$ cat src/rtl/div_pkg.sv
// Shared definitions for the sequential divider.
// Holds the FSM state encoding and the default operand width.
package div_pkg;

    localparam int DIV_WIDTH = 32;

    typedef enum logic [1:0] {
        S_IDLE = 2'd0,
        S_RUN  = 2'd1,
        S_DONE = 2'd2
    } state_t;

endpackage

$ cat src/rtl/div_step.sv
// One restoring shift-subtract step of an unsigned divider (combinational).
// Ports:
//   rem_in   - partial remainder, always < divisor
//   quo_in   - quotient/dividend shift register; its MSB is the next dividend bit
//   divisor  - latched divisor
//   rem_out  - next partial remainder
//   quo_out  - shift register with the new quotient bit appended at the LSB
module div_step #(
    parameter int WIDTH = 32
) (
    input  logic [WIDTH-1:0] rem_in,
    input  logic [WIDTH-1:0] quo_in,
    input  logic [WIDTH-1:0] divisor,
    output logic [WIDTH-1:0] rem_out,
    output logic [WIDTH-1:0] quo_out
);

    // The shifted remainder needs WIDTH+1 bits: with a full-scale divisor the
    // partial remainder can be up to 2^WIDTH-2, and shifting it in would
    // otherwise drop the top bit.
    logic [WIDTH:0] rem_sh;
    logic [WIDTH:0] diff;
    logic           fits;

    always_comb begin
        rem_sh  = {rem_in, quo_in[WIDTH-1]};
        diff    = rem_sh - {1'b0, divisor};
        fits    = (rem_sh >= {1'b0, divisor});
        // Result of a successful subtract is < divisor, so it fits WIDTH bits.
        rem_out = fits ? diff[WIDTH-1:0] : rem_sh[WIDTH-1:0];
        quo_out = {quo_in[WIDTH-2:0], fits};
    end

endmodule

$ cat src/rtl/div_seq_32.sv
// Sequential unsigned divider, one quotient bit per clock (restoring).
// Ports:
//   clk, rst     - clock, synchronous active-high reset
//   start        - begin a division (accepted in IDLE or DONE, ignored in RUN)
//   dividend     - unsigned dividend
//   divisor      - unsigned divisor
//   busy         - high while iterating
//   done         - one-cycle pulse when quotient/remainder are valid
//   quotient     - unsigned quotient (all ones on divide by zero)
//   remainder    - unsigned remainder (dividend on divide by zero)
//   div_by_zero  - last completed division had a zero divisor
module div_seq_32
    import div_pkg::*;
#(
    parameter int WIDTH = DIV_WIDTH
) (
    input  logic             clk,
    input  logic             rst,
    input  logic             start,
    input  logic [WIDTH-1:0] dividend,
    input  logic [WIDTH-1:0] divisor,
    output logic             busy,
    output logic             done,
    output logic [WIDTH-1:0] quotient,
    output logic [WIDTH-1:0] remainder,
    output logic             div_by_zero
);

    localparam int CW = $clog2(WIDTH) + 1;

    state_t           state;
    state_t           next_state;
    logic [CW-1:0]    cnt;
    logic [WIDTH-1:0] rem_q;
    logic [WIDTH-1:0] quo_q;    // dividend bits shift out the top, quotient bits in the bottom
    logic [WIDTH-1:0] dvs_q;
    logic [WIDTH-1:0] rem_nx;
    logic [WIDTH-1:0] quo_nx;
    logic             accept;
    logic             last;
    logic             dvs_zero;

    assign accept   = start && (state != S_RUN);
    assign last     = (cnt == CW'(WIDTH - 1));
    assign dvs_zero = (divisor == '0);

    div_step #(.WIDTH(WIDTH)) u_step (
        .rem_in  (rem_q),
        .quo_in  (quo_q),
        .divisor (dvs_q),
        .rem_out (rem_nx),
        .quo_out (quo_nx)
    );

    // State register
    always_ff @(posedge clk) begin
        if (rst) state <= S_IDLE;
        else     state <= next_state;
    end

    // Next-state logic
    always_comb begin
        next_state = state;
        case (state)
            S_IDLE: if (start) next_state = dvs_zero ? S_DONE : S_RUN;
            S_RUN:  if (last)  next_state = S_DONE;
            S_DONE: begin
                if (start) next_state = dvs_zero ? S_DONE : S_RUN;
                else       next_state = S_IDLE;
            end
            default: next_state = S_IDLE;
        endcase
    end

    // Outputs decoded from state
    always_comb begin
        busy = (state == S_RUN);
        done = (state == S_DONE);
    end

    // Datapath: operands, iteration, and result registers
    always_ff @(posedge clk) begin
        if (rst) begin
            cnt         <= '0;
            rem_q       <= '0;
            quo_q       <= '0;
            dvs_q       <= '0;
            quotient    <= '0;
            remainder   <= '0;
            div_by_zero <= 1'b0;
        end else if (accept) begin
            cnt   <= '0;
            rem_q <= '0;
            quo_q <= dividend;
            dvs_q <= divisor;
            // Zero divisor skips RUN, so results are posted at acceptance.
            if (dvs_zero) begin
                quotient    <= '1;
                remainder   <= dividend;
                div_by_zero <= 1'b1;
            end
        end else if (state == S_RUN) begin
            cnt   <= cnt + 1'b1;
            rem_q <= rem_nx;
            quo_q <= quo_nx;
            if (last) begin
                quotient    <= quo_nx;
                remainder   <= rem_nx;
                div_by_zero <= 1'b0;
            end
        end
    end

endmodule

$ cat config.mk
export PLATFORM = sky130hd
export DESIGN_NAME = div_seq_32
export DESIGN_NICKNAME = d
export VERILOG_FILES = /design/src/rtl/div_pkg.sv /design/src/rtl/div_step.sv /design/src/rtl/div_seq_32.sv
export SDC_FILE = /design/constraint.sdc
export NUM_CORES = 1
export LEC_CHECK = 0
export CORE_MARGIN = 5
export CORE_UTILIZATION = 56
export DETAILED_ROUTE_END_ITERATION = 7
export GPL_TIMING_DRIVEN = 0
export PLACE_DENSITY = 0.81
export SLEW_MARGIN = 10
export SYNTH_ARGS = -nofsm -noshare
export SYNTH_HDL_FRONTEND = slang
export SYNTH_HIERARCHICAL = 1
export SYNTH_SLANG_ARGS = --single-unit
$ cat constraint.sdc
create_clock -name clk -period 3.65 [get_ports clk]
set_clock_uncertainty 0.15 [all_clocks]
set_input_delay 0.73 -clock clk [delete_from_list [all_inputs] [get_ports clk]]
set_output_delay 0.73 -clock clk [all_outputs]
set_load 0.05 [all_outputs]
; Word-level counts from Yosys, hierarchy flattened
; Cells that the tools add are included.
[classes]
n_addsub = 2
magnitude_cmp = 1
n_eq_ne = 7
n_mux = 20
reduce_logical = 8
[ops]
columns = cell, n
row1 = $mux 32, 11
row2 = $ge 33x32->1, 1
row3 = $logic_not 32->1, 1
row4 = $sub 32x32->32, 1
row5 = $mux 2, 4
row6 = $add 6x1->6 const B, 1
row7 = $eq 6x5->1 const B, 1
row8 = $ne 2x1->1 const B, 3
row9 = $pmux 2 s3, 1
row10 = $mux 1, 4
row11 = $reduce_bool 2->1, 2
row12 = $reduce_and 3->1, 1
row13 = $eq 2x1->1 const B, 1
row14 = $eq 2x2->1 const B, 1
row15 = $logic_not 2->1, 1
row16 = $ne 2x2->1 const B, 1
row17 = $reduce_and 2->1, 1
row18 = $reduce_or 2->1, 1
row19 = $logic_and 1x1->1, 1
[word_totals]
ff_bits = 169
in_bits = 67
word_cells = 46

; Longest topological paths before layout
[depth]
depth_word = 5
depth_mapped = 16

; By module
; Netlist, hierarchy kept.
[by_module_without_submodules]
columns = module, n_inst, cells_each, area_per_inst_um2, seq_area_each_um2
row1 = div_seq_32, 1, 813, 7020.5, 3383.2
row2 = div_step, 1, 355, 2571.2, 0.0

; Least setup slack after synthesis
; Ideal clock, no wire load.
[synth_path]
path_kind = reg-to-reg
from = reg dvs_q[7]
to = reg remainder[26]
setup_time_ns = 0.132
t_arrival_ns = 2.843
slack_ns = 0.525
path_stages_with_launch = 16
path_buffers = 2
synth_period_minus_slack_ns = 3.125
path_cell_list = dfxtp_1 -> inv_1 -> ha_1 -> a21oi_2 -> a211oi_1 -> or3_4 -> nor4b_4 -> o21ai_2 -> a31oi_4 -> o21a_4 -> inv_2 -> buf_6 -> buf_12 -> mux2_4 -> nand2_1 -> a31oi_1
[synth_between]
elab_chain_len = 5
word_cells_on_any_way = 6
cone_classes = 1 x add/sub / 1 x order compare / 4 x mux
[synth_rtl]
columns = item, line_no
row1 = from (decl), div_seq_32.sv:36  ; logic [WIDTH-1:0] dvs_q;
row2 = from (signal assigned), div_seq_32.sv:95  ; dvs_q <= divisor;
row3 = $ge 33x32->1, div_step.sv:28  ; fits = (rem_sh >= {1'b0, divisor});
row4 = named net u_step.fits, div_step.sv:23  ; logic fits;
row5 = $mux 32, div_step.sv:30  ; rem_out = fits ? diff[WIDTH-1:0] : rem_sh[WIDTH-1:0];
row6 = named net rem_nx[26], div_seq_32.sv:37  ; logic [WIDTH-1:0] rem_nx;
row7 = $mux 32, div_seq_32.sv:106  ; if (last) begin
row8 = $mux 32, div_seq_32.sv:102  ; end else if (state == S_RUN) begin
row9 = $mux 32, div_seq_32.sv:91  ; end else if (accept) begin
row10 = to (signal assigned), div_seq_32.sv:99  ; remainder <= dividend;
row11 = to (signal assigned), div_seq_32.sv:108  ; remainder <= rem_nx;
row12 = to (decl), div_seq_32.sv:25  ; output logic [WIDTH-1:0] remainder,
; The timed path passes the listed nets, and every way through them passes these cells. The select of a mux whose other input is x is not followed.
; A chain may end at the register's enable or synchronous reset.

; Worst setup path after layout
[layout_path]
from = reg quo_q[31]
to = reg rem_q[30]
[layout_between]
elab_chain_len = 2
word_cells_on_any_way = 3
cone_classes = 1 x add/sub / 1 x order compare / 1 x mux
[layout_rtl]
columns = item, line_no
row1 = from (decl), div_seq_32.sv:35  ; logic [WIDTH-1:0] quo_q;
row2 = from (signal assigned), div_seq_32.sv:94  ; quo_q <= dividend;
row3 = from (signal assigned), div_seq_32.sv:105  ; quo_q <= quo_nx;
row4 = $sub 32x32->32 or $ge 33x32->1 (tied branches), "div_step.sv:27, div_step.sv:28"
row5 = $mux 32 *, div_step.sv:30
row6 = named net rem_nx[30], div_seq_32.sv:37
row7 = to (signal assigned), div_seq_32.sv:104  ; rem_q <= rem_nx;
row8 = to (decl), div_seq_32.sv:34  ; logic [WIDTH-1:0] rem_q;
; Mark *: on every way through the listed nets, which the timed path passes. The rest lies on a longest branch.

==> reports/metrics.csv <==
metric;value;unit
portBuffers;131;
grt-ovfl-total;0;
crit_required;3.85;ns
final_max_slew_viol_count;0;
hold-worst-slack;0.305;ns
worst-r2r-cell-count;13;
p_total;5.34;mW
cts_sinks;169;
ys_types;61;
p_leak;4.60;nW
crit_path_end_kind;register;
cts_tree;done;
worst_pin_slew;0.716;ns
multi_input_area;5350;um^2
io_pins;134;
drc_errors;0;
finalCritPeriodShare;0.960;
syn_nets;1269;
synth_edf_count;0;
layout-drive-gt1-share;0.145;
htree_num_levels;4;
async_reset_ff_frac;0;
status;completed;
clkLatencyLatePin;0.43;ns
vias;9337;
grt_start_max_net_pins;18;
syn_area;9590;um^2
reg2reg_to;rem_q[30];
ys_seq_area_frac;0.353;
syn_inst;1168;
postRouteAntennaNets;0;
min_path_type;register to register;
dieArea;19800;um^2
cp_max_fo;4;
hpwl;22200;um
antennaDiodeCount;0;
final_hold_viol_count;0;
min_from;dvs_q[16];
numCtsBuffers;17;
setup_viol;0;
post-place-ws;-0.219;ns
fin_nets;1425;
tns;0;ns
worst-endpoint-arrival;3.71;ns
drt-total-wl;29100;um
antenna_found_initial;0;
slew_headroom;0.523;
fmax;286;MHz
n_fill_cell;1351;
grt_util_all_layers;0.282;
path_class;register to register;
dr.first_iter.drc_count;897;
powerDensity;452;nW/um^2
synth_area_per_cell;8.21;um^2
firstDrtPassIters;5;
grt_pass1_vias;8631;
place.gp.congestion;0.887;
r2r_start;quo_q[31];
fp.dieH;141;um
synthFlopType;dfxtp_1;
route.detailed.wl_per_inst;18.7;um
placed_cells;1519;
core.rowCount;47;
regArea;3380;um^2
reg2reg_slack;0.15;ns
viasPerCell;6.00;
whs_endpoint;dvs_q[16];
min_path_cells;2;
maxCapViolCount;0;
rsz0062_at_grt;no;
core_area;16700;um^2
die_w;141;um
initial_core_util;0.574;
final_cell_mix;nand2_1, dfxtp_1, clkdlybuf4s50_1;
final_common_cell;nand2_1;
clk_pin_slew;0.07;ns
irDropWorstVdd;364;uV
grt_first_pass_wirelength;44900;um
period_minus_slack;3.50;ns
fin_ws;0.148;ns
cp-start-kind;register;
yosysWarnings;6;
cts_root_buf;clkbuf_16;
instances_no_fill;1557;
ys_ff_latch;169;
area_growth;23.3;%
cts_buffer_depth;2;
-- logic make-up (layout without fill, tap and decap cells) --
| family | Yosys count | after routing | synth area share |
|---|---|---|---|
| buffers and inverters | 170 | 339 | 0.0924 |
| adder cells (fa/ha/maj) | 34 | 34 | 0.0451 |
| multiplexers | 64 | 64 | 0.0741 |
| AO/OA/AOI/OAI | 287 | 287 | 0.216 |
| flip-flops | 169 | 169 | 0.353 |
| XOR/XNOR | 31 | 31 | 0.0283 |
| AND/OR/NAND/NOR | 413 | 413 | 0.191 |
-- layout make-up --
type	count	area share
clock buffer	17	0.0360
clock inverter	15	0.0128
timing repair buffer	137	0.115
buffer	128	0.0616
sequential	169	0.286
tap	220	0.0233
inverter	42	0.0133
multi-input combinational	829	0.452
-- metal layers --
layer	up-vias	part of all wire	track usage
met4	0	0.033	0.0892
li1	4430	-	-
met2	461	0.46	0.464
met1	4366	0.42	0.378
met3	80	0.084	0.0481
met5	-	0	0
-- what timing repair did --
item	4_1_cts	5_1_grt
setup endpoints to repair	60	49
hold buffers	0	0
setup buffers	0	6
resized for setup	3	4
pin swaps	0	7
-- sequential cells by signal, summed over array words and instances, names as in the netlist --
register,flops
remainder,32
dvs_q,32
div_by_zero,1
cnt,6
quo_q,32
state,2
quotient,32
rem_q,32
-- synth_stat cells (10+ instances only) --
cell	count	share of area
inv_1	41	0.016
ha_1	33	0.043
xor2_1	11	0.010
mux2_2	20	0.023
nor2_1	123	0.048
nand4_1	46	0.030
buf_4	44	0.034
a31oi_1	38	0.025
a211oi_2	30	0.039
mux2i_1	35	0.037
clkbuf_1	47	0.018
buf_2	29	0.015
xnor2_1	20	0.018
o311ai_1	29	0.026
a211oi_1	37	0.029
nand2_1	189	0.074
a21oi_1	93	0.049
dfxtp_1	169	0.35
o21ai_0	15	0.0078
nor4_1	10	0.0065
-- stage by stage --
stage	utilization	cell area (um^2)
floorplan	-	9590
global placement	0.669	11200
detailed placement	0.669	11200
CTS	0.705	11800
global route	0.708	11800
finish	0.708	11800
-- worst max-delay path by stage --
stage	startpoint	endpoint	slack [ns]	cells after the start
2_1_floorplan	dvs_q[7]	remainder[26]	0.52	15
3_5_place_dp	dvs_q[10]	remainder[31]	-0.22	13
3_3_place_gp	dvs_q[10]	remainder[31]	-0.17	13
6_report	quo_q[31]	rem_q[30]	0.15	13
5_1_grt	dvs_q[7]	remainder[21]	0.005	15
4_1_cts	quo_q[31]	remainder[30]	0.02	13
-- where the power goes --
part	switching (mW)	leakage, nW	total, mW	internal (mW)
registers	0.0482	1.38	1.97	1.92
clock network	0.840	0.286	1.81	0.970
logic	0.849	2.94	1.57	0.717
total	1.74	4.60	5.34	3.61
-- critical path, cell delays in order, from the launching register on --
cell and delay, ns:
dfxtp_1 0.34, inv_1 0.08, ha_1 0.21, fa_1 0.43, nor2b_1 0.19, o31a_1 0.24
o21ai_1 0.20, o31ai_2 0.38, a21oi_1 0.22, or3b_2 0.52, nand3_1 0.13, mux2_4 0.16
nand2_1 0.05, a21oi_1 0.14
Note: power is estimated with default switching activity, not from simulation.
